===== src/rtl/hazard_forward_ctrl.sv =====
// -----------------------------------------------------------------------------
// hazard_forward_ctrl
//
// Purpose:
//   Decode-side hazard unit. It keeps a three-deep shadow copy of the
//   destinations of the older in-flight instructions (S0 = now in EX, S1 and S2
//   older). From that copy it works out the forwarding selects that the execute
//   forwarding muxes will need, and registers them into EX together with the
//   instruction. It raises a combinational load-use stall, which inserts a
//   bubble. A flush kills the decode instruction.
//
// Select encoding (matches the execute muxes):
//   2'b00 register file / immediate, 2'b01 producer three ahead (mem_haz),
//   2'b10 producer two ahead (ex_haz), 2'b11 producer one ahead (id_haz).
//
// Parameters:
//   REG_ADDR_W  register index width (index 0 is hardwired zero)
//   LOAD_LAT    stall cycles for a consumer directly behind a load (1 or 2)
//
// Ports:
//   clk, rst             clock (rising edge), asynchronous active-high reset
//   id_valid             decode holds a real instruction
//   id_rs1, id_rs2       source indices
//   id_use_rs1           rs1 is read (ALU operand A / jr target)
//   id_use_rs2_alu       rs2 is ALU operand B (0 selects the immediate)
//   id_is_store          rs2 is store data
//   id_rd, id_reg_write  destination index and write enable
//   id_is_load           instruction is a load
//   flush                kill the decode instruction (taken branch / jr)
//   stall                hold PC and IF/ID (combinational)
//   alu_selA, alu_selB   registered operand selects for EX
//   store_rs2_forward    registered store-data select for EX
//
// Optional feature (macro HAZARD_PERF_CNT_EN):
//   stall_cnt  counts cycles with stall=1
//   fwd_cnt    counts issued instructions that register a nonzero select
//   Both counters wrap at 2^32.
// -----------------------------------------------------------------------------
module hazard_forward_ctrl #(
  parameter int unsigned REG_ADDR_W = 5,
  parameter int unsigned LOAD_LAT   = 1
) (
  input  logic                  clk,
  input  logic                  rst,
  input  logic                  id_valid,
  input  logic [REG_ADDR_W-1:0] id_rs1,
  input  logic [REG_ADDR_W-1:0] id_rs2,
  input  logic                  id_use_rs1,
  input  logic                  id_use_rs2_alu,
  input  logic                  id_is_store,
  input  logic [REG_ADDR_W-1:0] id_rd,
  input  logic                  id_reg_write,
  input  logic                  id_is_load,
  input  logic                  flush,
  output logic                  stall,
  output logic [1:0]            alu_selA,
  output logic [1:0]            alu_selB,
  output logic [1:0]            store_rs2_forward
`ifdef HAZARD_PERF_CNT_EN
  ,
  output logic [31:0]           stall_cnt,
  output logic [31:0]           fwd_cnt
`endif
);

  typedef struct packed {
    logic                  valid;
    logic [REG_ADDR_W-1:0] rd;
    logic                  reg_write;
    logic                  is_load;
  } shadow_t;

  localparam shadow_t SHADOW_EMPTY = '{valid: 1'b0, rd: {REG_ADDR_W{1'b0}},
                                       reg_write: 1'b0, is_load: 1'b0};

  // An entry produces register r; writes to x0 are discarded so never match.
  function automatic logic entry_hit(input shadow_t e, input logic [REG_ADDR_W-1:0] r);
    return e.valid && e.reg_write && (e.rd == r) && (r != {REG_ADDR_W{1'b0}});
  endfunction

  // Same as entry_hit but only for loads, whose data is not ready in time.
  function automatic logic entry_load_hit(input shadow_t e, input logic [REG_ADDR_W-1:0] r);
    return entry_hit(e, r) && e.is_load;
  endfunction

  // Youngest producer wins so the most recent value of r is forwarded.
  function automatic logic [1:0] fwd_sel(input shadow_t e0, input shadow_t e1,
                                         input shadow_t e2,
                                         input logic [REG_ADDR_W-1:0] r);
    logic [1:0] sel;
    if (entry_hit(e0, r)) begin
      sel = 2'b11;
    end else if (entry_hit(e1, r)) begin
      sel = 2'b10;
    end else if (entry_hit(e2, r)) begin
      sel = 2'b01;
    end else begin
      sel = 2'b00;
    end
    return sel;
  endfunction

  shadow_t    s0_q, s1_q, s2_q;
  shadow_t    s0_d;
  logic [1:0] sel_a_q, sel_b_q, sel_st_q;
  logic [1:0] sel_a_d, sel_b_d, sel_st_d;
  logic [1:0] rs1_sel_s, rs2_sel_s;
  logic       use_rs2_s;
  logic       load_hit_rs1_s, load_hit_rs2_s;
  logic       stall_s;
  logic       issue_s;

  // Hazard detection: forwarding selects, load-use stall and next shadow entry.
  always_comb begin
    rs1_sel_s = fwd_sel(s0_q, s1_q, s2_q, id_rs1);
    rs2_sel_s = fwd_sel(s0_q, s1_q, s2_q, id_rs2);
    use_rs2_s = id_use_rs2_alu || id_is_store;

    load_hit_rs1_s = entry_load_hit(s0_q, id_rs1);
    load_hit_rs2_s = entry_load_hit(s0_q, id_rs2);
    // With a two-cycle load the consumer must also wait while the load is in S1.
    if (LOAD_LAT == 32'd2) begin
      load_hit_rs1_s = load_hit_rs1_s || entry_load_hit(s1_q, id_rs1);
      load_hit_rs2_s = load_hit_rs2_s || entry_load_hit(s1_q, id_rs2);
    end else begin
      load_hit_rs1_s = load_hit_rs1_s;
      load_hit_rs2_s = load_hit_rs2_s;
    end

    // A flush kills the decode instruction, so it can never also stall.
    stall_s = id_valid && !flush &&
              ((id_use_rs1 && load_hit_rs1_s) || (use_rs2_s && load_hit_rs2_s));
    issue_s = id_valid && !stall_s && !flush;

    s0_d     = SHADOW_EMPTY;
    sel_a_d  = 2'b00;
    sel_b_d  = 2'b00;
    sel_st_d = 2'b00;
    if (issue_s) begin
      s0_d.valid     = 1'b1;
      s0_d.rd        = id_rd;
      s0_d.reg_write = id_reg_write;
      s0_d.is_load   = id_is_load;
      sel_a_d        = id_use_rs1     ? rs1_sel_s : 2'b00;
      sel_b_d        = id_use_rs2_alu ? rs2_sel_s : 2'b00;
      sel_st_d       = id_is_store    ? rs2_sel_s : 2'b00;
    end else begin
      s0_d     = SHADOW_EMPTY;
      sel_a_d  = 2'b00;
      sel_b_d  = 2'b00;
      sel_st_d = 2'b00;
    end
  end

  // Shadow pipeline and EX select registers; older entries always advance.
  always_ff @(posedge clk or posedge rst) begin
    if (rst) begin
      s0_q     <= SHADOW_EMPTY;
      s1_q     <= SHADOW_EMPTY;
      s2_q     <= SHADOW_EMPTY;
      sel_a_q  <= 2'b00;
      sel_b_q  <= 2'b00;
      sel_st_q <= 2'b00;
    end else begin
      s0_q     <= s0_d;
      s1_q     <= s0_q;
      s2_q     <= s1_q;
      sel_a_q  <= sel_a_d;
      sel_b_q  <= sel_b_d;
      sel_st_q <= sel_st_d;
    end
  end

  // Stall is combinational, but rst forces it low even while a load is in S0.
  assign stall             = stall_s && !rst;
  assign alu_selA          = sel_a_q;
  assign alu_selB          = sel_b_q;
  assign store_rs2_forward = sel_st_q;

`ifdef HAZARD_PERF_CNT_EN
  logic [31:0] stall_cnt_q, fwd_cnt_q;
  logic        fwd_evt_s;

  assign fwd_evt_s = issue_s && ((sel_a_d != 2'b00) || (sel_b_d != 2'b00) ||
                                 (sel_st_d != 2'b00));

  // Performance counters; free-running, wrap naturally at 2^32.
  always_ff @(posedge clk or posedge rst) begin
    if (rst) begin
      stall_cnt_q <= 32'd0;
      fwd_cnt_q   <= 32'd0;
    end else begin
      stall_cnt_q <= stall_s   ? stall_cnt_q + 32'd1 : stall_cnt_q;
      fwd_cnt_q   <= fwd_evt_s ? fwd_cnt_q + 32'd1   : fwd_cnt_q;
    end
  end

  assign stall_cnt = stall_cnt_q;
  assign fwd_cnt   = fwd_cnt_q;
`endif

endmodule


===== config.mk =====
export PLATFORM = sky130hd
export DESIGN_NAME = hazard_forward_ctrl
export DESIGN_NICKNAME = d
export VERILOG_FILES = /design/src/rtl/hazard_forward_ctrl.sv
export SDC_FILE = /design/constraint.sdc
export NUM_CORES = 1
export LEC_CHECK = 0
export CAP_MARGIN = 20
export CORE_ASPECT_RATIO = 0.6
export CORE_MARGIN = 1
export CORE_UTILIZATION = 48
export DETAILED_ROUTE_END_ITERATION = 8
export GPL_ROUTABILITY_DRIVEN = 0
export GPL_TIMING_DRIVEN = 0
export PLACE_DENSITY = 0.78
export SLEW_MARGIN = 0
export SYNTH_ARGS = -nofsm -noshare
export SYNTH_HDL_FRONTEND = slang
export SYNTH_SLANG_ARGS = --single-unit
export TNS_END_PERCENT = 100

===== constraint.sdc =====
create_clock -name clk -period 2.6 [get_ports clk]
set_input_delay 0.52 -clock clk [delete_from_list [all_inputs] [get_ports clk]]
set_output_delay 0.52 -clock clk [all_outputs]
set_load 0.03 [all_outputs]

==> metrics.md <==
| Metric | Value |
|---|---|
| Gr usage total | `0.2043` |
| Status | `complete, but fails checks` |
| Largest net degree at the start of global routing | `30` |
| YS warnings | `0` |
| Net Count, Synth | `126` |
| Critical Path RT | `2.08 ns` |
| Worst R2R End | `s0_q[6]$_DFF_PP0_` |
| Antenna violations before repair | `0` |
| Relative slew slack | `0.5960` |
| Worst r2r src | `s0_q[4]$_DFF_PP0_` |
| Power Density | `525.4 mW/mm^2` |
| Crit path launch type | `flop` |
| Maximum root-to-sink buffer count | `2` |
| RSZ-0062 raised after global routing | `true` |
| Register clock-pin slew on the reported worst setup and hold paths | `0.10 ns` |
| Vias in the first global route | `917` |
| CP Cell Sequence | `xor2_2 -> nor4b_2 -> or4b_4 -> o22ai_2 -> and3_1 -> buf_6` |
| Mapped cell area | `0.001299 sq mm` |
| Multi-input gate area | `618.1 sq um` |
| Worst clock skew | `0.01353 ns` |
| HP Class | `reg2reg` |
| R2r setup slk | `0.27 ns` |
| # IOs | `31` |
| Worst vdd rail ir drop | `348.9 uV` |
| Top post-synthesis cells by area | `dfrtp_1 (54%), xnor2_1 (16%), and2_4 (4.7%), xor2_1 (4.7%), nand4_1 (2.4%)` |
| Seq/Total Area, Yosys | `0.5395` |
| Met3 wire len | `157 um` |
| Pins Over Slew Limit | `0` |
| Core box area | `0.002540 sq mm` |
| Worst Path Arrival | `2.13 ns` |
| Critical Path Sink | `stall` |
| Final setup TNS | `-0.04606 ns` |
| Clk sink count | `28` |
| Crit Path Class | `reg2out` |
| Fmax | `377.9 MHz` |
| FP Rows | `14` |
| #FFs+latches synth | `28` |
| Clock Tree Root | `clkbuf_8` |
| Post-synthesis cell type count | `24` |
| Fillers | `173` |
| Final min period | `2.646 ns` |
| Top routing layer in use | `met4` |
| CTS tree | `done` |
| Met2 wire len | `1212 um` |
| Post-route cell area | `0.001763 sq mm` |
| Antenna viol nets, final | `0` |
| DR vias/cell | `5.517` |
| Final net count | `165` |
| Synth top area share | `0.5395` |
| Pleak | `0.7680 nW` |
| Die Width | `69.16 um` |
| Cell type with the largest total area after synthesis | `dfrtp_1` |
| First-pass GRT wire length | `4443 um` |
| Hold path depth | `0` |
| Diodes inserted | `0` |
| Storage cell area | `700.7 sq um` |
| Clk_lat worst skew | `0.28 ns` |
| DRC Markers | `0` |
| Mapped Avg Cell Area | `12.73 sq um` |
| Hold Buf Count CTS | `0` |
| CP Max Fanout | `3` |
| Die footprint | `0.002925 sq mm` |
| Setup WS post-layout | `-0.04606 ns` |
| Area Growth Syn to Fin | `35.74%` |
| Initial core utilization | `0.5113` |
| CTS Buf Count | `3` |
| DRT met1 WL | `1332 um` |
| Post-DP HPWL | `2007 um` |
| Final setup fails | `1` |
| Critical Path End Type | `output port` |
| Crit path largest cell delay | `0.50 ns` |
| Die height | `42.29 um` |
| R2r worst-path depth | `8` |
| Worst slew pin tran | `0.6047 ns` |
| Total grt overflow | `0` |
| Max Cap Violations | `0` |
| Placed cell area | `0.001639 sq mm` |
| Failing checks | `negative setup slack` |
| Post-synthesis cell count | `102` |
| Iter 0 DRT Violations | `99` |
| WL final | `2721 um` |
| Critical Path Source | `s0_q[4]$_DFF_PP0_` |
| Crit-path slowest cell | `or4b_4` |
| Drt first pass iters | `4` |
| Final Hold Fails | `0` |
| Routed via count | `949` |
| Fin crit share | `1.018` |
| Final Total Pwr | `0.9263 mW` |
| PortBufs | `30` |
| Drt wl/cell | `15.82 um` |
| Layout cells sized above 1 | `0.2500` |
| H-tree Lvls | `1` |
[flip-flops by register name (all words and copies together) (netlist names)]
name               cells
s2_q                   7
alu_selA               2
store_rs2_forward      2
s1_q                   7
s0_q                   8
alu_selB               2
[worst min-delay path by stage]
stage | start | endpoint | slack, ns
finish | s1_q[7]$_DFF_PP0_ | s2_q[7]$_DFF_PP0_ | 0.37
global route | s1_q[7]$_DFF_PP0_ | s2_q[7]$_DFF_PP0_ | 0.40
CTS | s1_q[1]$_DFF_PP0_ | s2_q[1]$_DFF_PP0_ | 0.38
detailed placement | s1_q[1]$_DFF_PP0_ | s2_q[1]$_DFF_PP0_ | 0.36
global placement | s0_q[7]$_DFF_PP0_ | s1_q[7]$_DFF_PP0_ | 0.36
floorplan | s0_q[1]$_DFF_PP0_ | s1_q[1]$_DFF_PP0_ | 0.35
[area by class of cell]
cell class	count	area share
Sequential cell	28	0.3974
Inverter	1	0.004258
Timing Repair Buffer	34	0.1781
Clock buffer	3	0.02342
Clock inverter	1	0.01703
Multi-Input combinational cell	72	0.3506
Buffer	1	0.006388
Tap cell	32	0.02271
[stage by stage]
step	worst slack [ns]	std cells	hold WS (ns)	util
finish	-0.04606	172	0.3730	0.6941
global route	-0.1335	172	0.3989	0.6941
CTS	-0.03892	170	0.3817	0.6882
detailed placement	-0.9041	164	0.3602	0.6453
global placement	-0.8636	164	0.3568	0.6453
floorplan	0.1996	102	0.3535	-
[power breakdown]
part	switching, mW	internal (mW)	total, mW
sequential	0.0138	0.449	0.463
clock	0.142	0.206	0.348
combinational	0.0517	0.0641	0.116
[kinds of logic after synthesis]
| group | count (synthesis) | share of synthesized area |
|---|---|---|
| xor gates and xnor gates | 30 | 0.2023 |
| and+or+nand+nor | 35 | 0.1936 |
| buffers and inverters | 2 | 0.01156 |
| AOI/OAI and AO/OA | 7 | 0.05299 |
| DFF | 28 | 0.5395 |
[per-layer routing]
layer | track usage | vias up
li1 | - | 434
met1 | 0.2905 | 473
met2 | 0.3107 | 37
met3 | 0.06250 | 5
met4 | 0.04490 | 0
met5 | 0 | -
[worst max-delay path, delay by kind of cell, from the launching register on]
| kind | cells | cell delay (ns) |
|---|---|---|
| simple gates | 3 | 0.96 |
| xor+xnor | 1 | 0.17 |
| buf+inv | 1 | 0.14 |
| compound gates | 1 | 0.15 |
| flops | 1 | 0.42 |
[layout by cell type, fill, tap and decap left out, types with 2 or more instances in the layout]
master,Yosys,routed
buf_6,1,2
buf_2,0,2
nand4_1,5,5
nand3_1,2,2
buf_4,0,4
nand2_1,3,3
xor2_2,0,2
dfrtp_1,28,28
clkbuf_8,0,3
and3_2,4,4
nor4_1,3,3
or4_1,3,2
o41ai_1,2,2
xnor2_1,23,22
o211a_1,2,2
dlygate4sd2_1,0,7
and2_4,7,7
clkdlybuf4s50_1,0,19
xor2_1,7,5
[cells in the mapped netlist]
library cell	number
dfrtp_1	28
xnor2_1	23
and2_4	7
xor2_1	7
nand4_1	5
and3_2	4
nand2_1	3
nor4_1	3
or4_1	3
nand3_1	2
nor2_1	2
o211a_1	2
o41ai_1	2
and3_1	1
buf_6	1
inv_1	1
nor2b_1	1
nor4b_1	1
nor4b_2	1
o21ai_0	1
o221a_4	1
o22ai_1	1
or4_2	1
or4b_4	1
[timing repair]
| action | in CTS | in global routing |
|---|---|---|
| resized for setup | 32 | 0 |
| pin swaps | 4 | 1 |
| endpoints found under the setup margin | 1 | 1 |
| buffers inserted | 2 | 2 |
Power figures use the tool's default switching activity.
